--- src/rtl/demux_lanes_pkg.sv ---
// Shared definitions for the demux_lanes receive-path lane demultiplexer.
//   - mode encodings (burst / word distribution)
//   - burst FSM state type
//   - next_enabled(): cyclic first-set search over a lane mask
package demux_lanes_pkg;

    localparam logic MODE_BURST = 1'b0;
    localparam logic MODE_WORD  = 1'b1;

    // Upper bound on the lane count; the search helper works on this fixed width.
    localparam int unsigned MAX_LANES = 16;

    typedef enum logic {StIdle, StBurst} state_e;

    // Returns the first set bit of mask at or after ptr, wrapping at lanes-1 -> 0.
    // Returns ptr unchanged when no lane below 'lanes' is set.
    function automatic logic [3:0] next_enabled(input logic [3:0]           ptr,
                                                input logic [MAX_LANES-1:0] mask,
                                                input int unsigned          lanes);
        logic [3:0]  res;
        logic        done;
        int unsigned idx;
        res  = ptr;
        done = 1'b0;
        for (int unsigned i = 0; i < MAX_LANES; i++) begin
            if (i < lanes) begin
                idx = {28'd0, ptr} + i;
                if (idx >= lanes) begin
                    idx = idx - lanes;
                end
                if (!done && mask[idx[3:0]]) begin
                    res  = idx[3:0];
                    done = 1'b1;
                end
            end
        end
        return res;
    endfunction

endpackage

--- src/rtl/demux_lanes_lane_rr_select.sv ---
// lane_rr_select: combinational round-robin lane picker.
//   ptr_i      starting lane of the cyclic search
//   lane_en_i  lane enable mask
//   eff_o      first enabled lane at or after ptr_i (wrapping)
//   found_o    at least one lane is enabled
module lane_rr_select
    import demux_lanes_pkg::*;
#(
    parameter int unsigned LANES = 4,
    parameter int unsigned PTR_W = $clog2(LANES)
) (
    input  logic [PTR_W-1:0] ptr_i,
    input  logic [LANES-1:0] lane_en_i,
    output logic [PTR_W-1:0] eff_o,
    output logic             found_o
);

    logic [MAX_LANES-1:0] mask_ext;
    logic [3:0]           ptr_ext;
    logic [3:0]           eff_ext;

    always_comb begin
        mask_ext = MAX_LANES'(lane_en_i);
        ptr_ext  = 4'(ptr_i);
        eff_ext  = next_enabled(ptr_ext, mask_ext, LANES);
        eff_o    = PTR_W'(eff_ext);
        found_o  = |lane_en_i;
    end

endmodule

--- src/rtl/demux_lanes.sv ---
// demux_lanes: 1:LANES round-robin demultiplexer for the PHY receive path.
//   clk_2f     clock, rising edge
//   reset      asynchronous active-high reset
//   mode       0 = burst distribution, 1 = word distribution
//   lane_en    per-lane enable mask
//   data_in    input word, qualified by valid_in
//   data_out   registered lane data, lane i at [i*DATA_W +: DATA_W]
//   valid_out  registered per-lane valid (one-hot or zero)
//   lane_ptr   rotation pointer
//   drop_err   one-cycle pulse when a valid word had no enabled lane
module demux_lanes
    import demux_lanes_pkg::*;
#(
    parameter int unsigned DATA_W    = 8,
    parameter int unsigned LANES     = 4,
    parameter int unsigned MAX_BURST = 4
) (
    input  logic                      clk_2f,
    input  logic                      reset,
    input  logic                      mode,
    input  logic [LANES-1:0]          lane_en,
    input  logic [DATA_W-1:0]         data_in,
    input  logic                      valid_in,
    output logic [LANES*DATA_W-1:0]   data_out,
    output logic [LANES-1:0]          valid_out,
    output logic [$clog2(LANES)-1:0]  lane_ptr,
    output logic                      drop_err
);

    localparam int unsigned PTR_W = $clog2(LANES);

    state_e                  state_q, state_d;
    logic [7:0]              burst_cnt_q, burst_cnt_d;
    logic [PTR_W-1:0]        burst_lane_q, burst_lane_d;
    logic [PTR_W-1:0]        lane_ptr_q, lane_ptr_d;
    logic [LANES*DATA_W-1:0] data_out_q, data_out_d;
    logic [LANES-1:0]        valid_out_q, valid_out_d;
    logic                    drop_err_q, drop_err_d;

    logic [PTR_W-1:0]        eff;
    logic                    eff_found;
    logic [PTR_W-1:0]        roll_ptr;
    logic [PTR_W-1:0]        roll_lane;
    logic                    roll_found;

    logic                    route_en;
    logic [PTR_W-1:0]        route_idx;

    function automatic logic [PTR_W-1:0] inc_ptr(input logic [PTR_W-1:0] p);
        if (p == PTR_W'(LANES - 1)) begin
            return '0;
        end
        return p + 1'b1;
    endfunction

    assign roll_ptr = inc_ptr(burst_lane_q);

    lane_rr_select #(.LANES(LANES), .PTR_W(PTR_W)) u_sel_eff (
        .ptr_i     (lane_ptr_q),
        .lane_en_i (lane_en),
        .eff_o     (eff),
        .found_o   (eff_found)
    );

    // Lane that takes over when a burst hits the length cap.
    lane_rr_select #(.LANES(LANES), .PTR_W(PTR_W)) u_sel_roll (
        .ptr_i     (roll_ptr),
        .lane_en_i (lane_en),
        .eff_o     (roll_lane),
        .found_o   (roll_found)
    );

    always_comb begin
        state_d      = state_q;
        burst_cnt_d  = burst_cnt_q;
        burst_lane_d = burst_lane_q;
        lane_ptr_d   = lane_ptr_q;
        drop_err_d   = 1'b0;
        route_en     = 1'b0;
        route_idx    = '0;

        if (valid_in && !eff_found) begin
            // No enabled lane anywhere: drop the word, leave all state alone.
            drop_err_d = 1'b1;
        end else if (mode == MODE_WORD) begin
            // Word mode also terminates any burst left open by a mode change.
            state_d     = StIdle;
            burst_cnt_d = '0;
            if (valid_in) begin
                route_en   = 1'b1;
                route_idx  = eff;
                lane_ptr_d = inc_ptr(eff);
            end else if (state_q == StBurst) begin
                lane_ptr_d = inc_ptr(burst_lane_q);
            end
        end else begin
            unique case (state_q)
                StIdle: begin
                    if (valid_in) begin
                        burst_lane_d = eff;
                        burst_cnt_d  = 8'd1;
                        state_d      = StBurst;
                        route_en     = 1'b1;
                        route_idx    = eff;
                    end
                end
                StBurst: begin
                    if (valid_in) begin
                        if (burst_cnt_q >= 8'(MAX_BURST) && roll_found) begin
                            burst_lane_d = roll_lane;
                            burst_cnt_d  = 8'd1;
                            lane_ptr_d   = inc_ptr(roll_lane);
                            route_en     = 1'b1;
                            route_idx    = roll_lane;
                        end else begin
                            // lane_en changes are ignored until the burst ends.
                            burst_cnt_d = burst_cnt_q + 8'd1;
                            route_en    = 1'b1;
                            route_idx   = burst_lane_q;
                        end
                    end else begin
                        lane_ptr_d  = inc_ptr(burst_lane_q);
                        burst_cnt_d = '0;
                        state_d     = StIdle;
                    end
                end
                default: state_d = StIdle;
            endcase
        end
    end

    always_comb begin
        data_out_d  = '0;
        valid_out_d = '0;
        if (route_en) begin
            valid_out_d[route_idx]                 = 1'b1;
            data_out_d[route_idx*DATA_W +: DATA_W] = data_in;
        end
    end

    always_ff @(posedge clk_2f or posedge reset) begin
        if (reset) begin
            state_q      <= StIdle;
            burst_cnt_q  <= '0;
            burst_lane_q <= '0;
            lane_ptr_q   <= '0;
            data_out_q   <= '0;
            valid_out_q  <= '0;
            drop_err_q   <= 1'b0;
        end else begin
            state_q      <= state_d;
            burst_cnt_q  <= burst_cnt_d;
            burst_lane_q <= burst_lane_d;
            lane_ptr_q   <= lane_ptr_d;
            data_out_q   <= data_out_d;
            valid_out_q  <= valid_out_d;
            drop_err_q   <= drop_err_d;
        end
    end

    assign data_out  = data_out_q;
    assign valid_out = valid_out_q;
    assign lane_ptr  = lane_ptr_q;
    assign drop_err  = drop_err_q;

endmodule

--- config.mk ---
export PLATFORM = sky130hd
export DESIGN_NAME = demux_lanes
export DESIGN_NICKNAME = d
export VERILOG_FILES = /design/src/rtl/demux_lanes_pkg.sv /design/src/rtl/demux_lanes_lane_rr_select.sv /design/src/rtl/demux_lanes.sv
export SDC_FILE = /design/constraint.sdc
export NUM_CORES = 1
export LEC_CHECK = 0
export CAP_MARGIN = 15
export CORE_UTILIZATION = 48
export DETAILED_ROUTE_END_ITERATION = 12
export GPL_TIMING_DRIVEN = 0
export PLACE_DENSITY = 0.77
export SYNTH_ARGS = -nofsm -noshare
export SYNTH_HDL_FRONTEND = slang
export SYNTH_SLANG_ARGS = --single-unit
--- constraint.sdc ---
create_clock -name clk_2f -period 4.3 [get_ports clk_2f]
set_input_delay 0.86 -clock clk_2f [delete_from_list [all_inputs] [get_ports clk_2f]]
set_output_delay 0.86 -clock clk_2f [all_outputs]
set_load 0.01 [all_outputs]
==> impl_results.md, run 1 <==
- Fin cells: 445
- Synthesized flop and latch total: 50
- Comb pwr share: 60.4%
- Switching Fraction: a little over two fifths
- Row Count: 28
- Fill count: 500
- Largest cells by area after synthesis: dfrtp_1, ha_1, and4_1
- Most frequent cells after synthesis: dfrtp_1, nor2_1, nand3_1
- Starting density of the core: 50.9%
- Peak Freq: around 250 MHz
- P per Cell Area: a little under 600 nW/um2
- Worst r2r src: lane_ptr[0]
- Hold_buf cts: 0
- Post-synthesis cell area: ~3100 um2
- Leak: about 0.0017 uW
- I/O pin total: 55
- Internal power: around 1300 uW
- Cells after Synth: 308
- Die width: 81.9 um
- Number of H-tree levels: 2
- Fin. Hold Viols: 0
- CTS buffer count: 5
- DR vias: 2,520
- Vias/cell: 5.66
- Ys Warns: 0
- DP HPWL: 5160 um
- DR WL/cell: 15.5 um
- Port Buffers: 54
- CTS tree: built
- Syn Area/Cell: 9.95 um2
- Number of antenna-violating nets in the routed design: 0
- Worst slew margin: 60.4%
- GR Overflow Total: 0
- Worst endpoint required time: 4.53 ns
- WL final: around 6900 um
- Status: finished clean
- DRC violations left: 0
- FF+latch area: 1250 um2
- Share of layout cells above drive strength 1: ~15%
- Clock transition at path regs: 0.09 ns
- CTS Buffer Depth: 2
- Core area: 6030 um2
- Final Cycle Share: about 92%
- Arr. time, crit path: between 4 and 5 ns
- Die footprint: approximately 6700 um2
- Worst setup SP type: input pin
- Seq/Total Area, Yosys: between 40% and 50%
- ANT cells: 0
- Hold_sp: burst_cnt_q[5]
- Crit Path Max Fanout: 10
- Unrepaired setup endpoints after global routing: false
- First-pass GRT wire length: between 10,000 and 15,000 um
- DRT Pass-1 Iters: 4
- Nets@finish: 402
- Number of global-route vias before repair: around 2,300
- Slew @ Worst Pin: a little under 0.6 ns
- Synth-to-Final Area Change: 26.5%
- Cell Count Post-Placement: around 440
- Crit path kind: input pin to flip-flop
- Sw Pwr: roughly 980 uW
- Critical Path Start: lane_en[0]
- Worst setup EP type: flip-flop
- Initial antenna violation count: 0
- Yosys top cell area share: between 40 and 50%
- Peak VDD IR: roughly 450 uV
- Slew Limit Fails: 0
- Ys async rst share: 100%
- RD Place Congestion: around 0.93
- Layout Skew: roughly 0.0085 ns
- # setup viols final: 0
- Synth Flop Type: dfrtp_1
- Tightest Hold Check Type: flip-flop to flip-flop
- Worst hold slack: 0.532 ns
- # clock sinks: 50
- Multi-input gate area in the final layout: 1680 um2
- Seq pwr share: 25.1%
- Number of synthesized flops with an enable pin: 0
- Die Y: around 80 um
- 1st-iter DRT viols: 132
- Number of distinct library cells after synthesis: 59
- Largest net degree at the start of global routing: 44
- Worst-skew pair later-pin latency: 0.30 ns
- Tmin final: a little under 4 ns
- Yosys top cell by area: dfrtp_1
- Top-count cell post-synth: dfrtp_1
- Clock root buffer master: clkbuf_8
- Syn nets: ~340
- Max cap viols: 0
- Gr usage total: about 22%
- Clock network power share: ~14%
## worst paths after layout
path                            cells after the start        endpoint  slack [ns]
min in group asynchronous                           2  burst_cnt_q[1]        0.78
worst max-delay path                               14    data_out[16]        0.33
worst min-delay path                                2  burst_cnt_q[5]        0.53
worst min register to register                      2  burst_cnt_q[5]        0.53
worst max register to register                     14    data_out[16]        0.38
max in group asynchronous                           3    data_out[27]        3.06
## what timing repair did
item	in CTS	in global routing
endpoints found under the setup margin	24	22
pin swaps	1	1
buffers inserted	1	1
resized for setup	4	6
## critical path: stages
cell and delay [ns]:
clkdlybuf4s50_1 0.58, buf_2 0.27, mux2_2 0.19, nand3_1 0.11, a32o_1 0.28, a211o_1 0.31, o311a_4 0.16, buf_2 0.19
nand2_1 0.15, ha_1 0.38, nor3_4 0.21, buf_2 0.24, nand3_1 0.12, a21oi_1 0.14
## registers in the layout, indices dropped and copies added (netlist names)
signal,count
data_out,32
burst_cnt_q,8
valid_out,4
burst_lane_q,2
lane_ptr,2
drop_err,1
state_q,1
## cell families (layout without fill, tap and decap cells)
kind of cell	after synthesis	count (layout)	synth area share, %
buffers and inverters	36	98	5.59
and+or+nand+nor	122	122	23.7
DFF	50	50	40.8
muxes	13	13	5.23
AOI/OAI and AO/OA	66	66	16.5
xor gates and xnor gates	4	4	1.14
adders and majority gates	17	17	6.94
## area by class of cell
class / instances / area share [%]
Multi-Input combinational cell: 222 / 43.3
Sequential cell: 50 / 32.3
Timing Repair Buffer: 57 / 14.8
Buffer: 21 / 3.07
Tap cell: 75 / 2.42
Clock buffer: 5 / 1.78
Inverter: 12 / 1.16
Clock inverter: 3 / 1.13
## per-stage QoR
stage               total power, uW  setup TNS, ns  setup slack, ns  instance area (um2)  utilization [%]
detailed placement             1880         -10.84           -0.729                 3720             61.7
finish                         2240              0            0.326                 3880             64.3
global route                   2440              0           0.0556                 3880             64.3
CTS                            2230              0           0.0155                 3860             64.0
global placement               1850          -8.14           -0.607                 3700             61.4
floorplan                      1550              0            0.163                 3060                -
## routing by layer
layer	global-route usage [%]	share of wire (%)	vias to the layer above
met5	0	0	-
met4	5.26	0.93	0
met3	2.89	5.0	6
met2	35.9	48	73
met1	30.6	46	1192
li1	-	-	1249
## power groups by stage
stage	Clock [uW]	Sequential [uW]	Combinational (uW)
5_1_grt	357	572	1520
3_3_place_gp	0	559	1290
4_1_cts	332	563	1330
3_5_place_dp	0	560	1320
2_1_floorplan	0	577	977
6_report	327	563	1350
## layout by cell type (no fill, tap or decap), drive strengths merged, types with 2 or more instances in the layout
cell type and instances:
buf 17, nor2b 2, inv 13, and3 8
o21a 3, clkbuf 12, and4 17, a21oi 18
xor2 2, dfrtp 50, mux4 2, o31ai 3
a32o 3, ha 17, a31oi 3, nand2b 7
and2 6, or3 3, mux2i 7, o211ai 7
a2111oi 2, a221o 2, o21ai 8, clkdlybuf4s50 54
o32a 3, nor3 12, a221oi 2, a211oi 2
nand2 15, nor2 26, xnor2 2, mux2 4
nand3 21
Power figures use the tool's default switching activity.
==> run 2, diff against run 1 <==
- ABC_CLOCK_PERIOD_IN_PS: unset -> 4300
- MAX_ROUTING_LAYER: unset -> met4
==> run 2 against run 1 <==
Via count rose by 0.75%. Die area did not move. Sequential share of layout area stayed put. Clock skew is 0.0015 ns higher. Sequential cell count unchanged. Wire length up 0.41%. Non-clock buffer count unchanged. Cell count unchanged. Worst setup slack improved by 0.0087 ns. Highest routed layer unchanged.
==> impl_results.md, run 2 (synthesized netlist as in run 1, its figures left out) <==
- CP peak stage delay: 0.58 ns (about the same)
- Max cap viols: 0 (unchanged)
- Cell Count Post-Placement: 438 (unchanged)
- Comb pwr share: 60.3% (about the same)
- Switching Fraction: 43.6% (+0.069 points)
- Layout Skew: 0.00993 ns (+0.00145 ns)
- Vias/cell: 5.71 (+0.75%)
- Largest net degree at the start of global routing: 44 (unchanged)
- Largest delay share family, worst path: buffers and inverters
- DR WL/cell: 15.5 um (+0.41%)
- Fin cells: 445 (unchanged)
- Post-Place Worst Slack: -0.729 ns (unchanged)
- Worst setup SP type: input pin
- Nets@finish: 402 (unchanged)
- # clock sinks: 50 (unchanged)
- DR vias: 2,539 (+0.75%)
- Tmin final: 3.97 ns (-0.00874 ns)
- Share of layout cells above drive strength 1: 15.1% (unchanged)
- WL final: 6910 um (+0.41%)
- Sw Pwr: 979 uW (+0.25%)
- First-pass GRT wire length: 11,300 um (-0.12%)
- Peak VDD IR: 448 uV (-0.41%)
- # setup viols final: 0 (unchanged)
- Internal power: 1270 uW (about the same)
- Bufs and invs on worst path: 4 (unchanged)
- Status: finished clean
- Final setup TNS: 0 ns (unchanged)
- Most frequent cells in the layout: clkdlybuf4s50_1, dfrtp_1, nor2_1
- RD Place Congestion: 0.950 (+1.8%)
- Unrepaired setup endpoints after global routing: false
- Die footprint: 6710 um2 (unchanged)
- DP HPWL: 5160 um (unchanged)
- Clock transition at path regs: 0.09 ns (about the same)
- GR Overflow Total: 0 (unchanged)
- Worst-skew pair later-pin latency: 0.30 ns (about the same)
- Crit-path cells: clkdlybuf4s50_1 -> buf_2 -> mux2_2 -> nand3_1 -> a32o_1 -> a211o_1 -> o311a_4 -> buf_2 -> nand2_1 -> ha_1 -> nor3_4 -> buf_2 -> nand3_1 -> a21oi_1
- Slew Limit Fails: 0 (unchanged)
- Final Cycle Share: 92.2% (-0.20 points)
- PnR worst setup slack: 0.335 ns (+0.00874 ns)
- CTS buffer count: 5 (unchanged)
- Tightest Hold Check Type: flip-flop to flip-flop
- CP max stage cell: clkdlybuf4s50_1
- Clock root buffer master: clkbuf_8
- Worst setup EP type: flip-flop
- DRT Pass-1 Iters: 4 (unchanged)
- Row Count: 28 (unchanged)
- Starting density of the core: 50.9% (unchanged)
- Die Y: 81.9 um (unchanged)
- Number of H-tree levels: 2 (unchanged)
- Most common cell after layout, fill and taps aside: clkdlybuf4s50_1
- P per Cell Area: 580 nW/um2 (about the same)
- Placed inst area: 3720 um2 (unchanged)
- Arr. time, crit path: 4.19 ns (about the same)
- 1st-iter DRT viols: 149 (+13%)
- Crit-path most repeated cell: buf_2
- Slew @ Worst Pin: 0.635 ns (+0.0404 ns)
- I/O pin total: 55 (unchanged)
- Crit path kind: input pin to flip-flop
- Gr usage total: 22.6% (+0.64 points)
- Max reg flops: 32 (unchanged)
- Die width: 81.9 um (unchanged)
- CTS tree: built
- CTS Buffer Depth: 2 (unchanged)
- Crit Path Max Fanout: 10 (unchanged)
- Seq pwr share: 25.1% (about the same)
- Number of antenna-violating nets in the routed design: 0 (unchanged)
- Final Instance Area: 3880 um2 (unchanged)
- Fin. Hold Viols: 0 (unchanged)
- Leak: 0.00167 uW (unchanged)
- DRC violations left: 0 (unchanged)
- Clock network power share: 14.7% (+0.2 points)
- Worst slew margin: 57.7% (-2.7 points)
- Worst endpoint required time: 4.53 ns (about the same)
- ANT cells: 0 (unchanged)
- Core area: 6030 um2 (unchanged)
- Port Buffers: 54 (unchanged)
- Number of global-route vias before repair: 2,327 (+0.13%)
- Synth-to-Final Area Change: 26.5% (unchanged)
- Initial antenna violation count: 0 (unchanged)
- Peak Freq: 252 MHz (+0.22%)
## run 2: cell counts in the layout (fill, tap and decap cells not counted)
Identical to the previous run, type by type.
## run 2: tightest hold or removal path, stage by stage (launching register included)
cell and delay [ns]:
dfrtp_1 0.38, a31oi_1 0.05, nor2_1 0.07
## run 2: layer usage
metal  GRT usage (%)  up-vias  share of wire [%]
li1                -     1252                  -
met1            30.6     1211                 47
met2            36.0       69                 48
met3            2.89        7                4.5
met4            5.26        0               0.94
met5               -        -                  0
## run 2: path summary, 6_finish.rpt
kind / startpoint / endpoint / slack, ns / cells after the start
min reg2reg: burst_cnt_q[5] / burst_cnt_q[5] / 0.53 / 2
max: lane_en[0] / data_out[16] / 0.33 / 14
max in group asynchronous: reset / data_out[27] / 3.06 / 3
max reg2reg: lane_ptr[0] / data_out[16] / 0.37 / 14
min: burst_cnt_q[5] / burst_cnt_q[5] / 0.53 / 2
min in group asynchronous: reset / burst_cnt_q[1] / 0.78 / 2
## run 2: area by class of cell
type                    instances  area, um2
well taps                      75       93.8
fillers                       500       2150
clock buffers                   5       68.8
repair buffers                 57        576
flip-flops and latches         50       1250
clock inverters                 3       43.8
multi-input cells             222       1680
inverters                      12       45.0
plain buffers                  21        119
## run 2: power by group through the flow
| stage | Combinational, uW | Clock (uW) | Sequential, uW |
|---|---|---|---|
| 5_1_grt | 1520 | 357 | 572 |
| 2_1_floorplan | 977 | 0 | 577 |
| 3_5_place_dp | 1320 | 0 | 560 |
| 4_1_cts | 1330 | 332 | 563 |
| 3_3_place_gp | 1290 | 0 | 559 |
| 6_report | 1350 | 329 | 563 |
## run 2: what timing repair did
action                     4_1_cts  5_1_grt
buffers inserted                 1        1
setup endpoints to repair       24       22
resized for setup                4        6
pin swaps                        1        1
hold buffers                     0        0
## run 2: metrics by stage
stage / util [%] / power (uW) / hold slack (ns)
2_1_floorplan: - / 1550 / 0.463
3_3_place_gp: 61.4 / 1850 / 0.485
3_5_place_dp: 61.7 / 1880 / 0.493
4_1_cts: 64.0 / 2230 / 0.532
5_1_grt: 64.3 / 2440 / 0.570
6_report: 64.3 / 2250 / 0.531
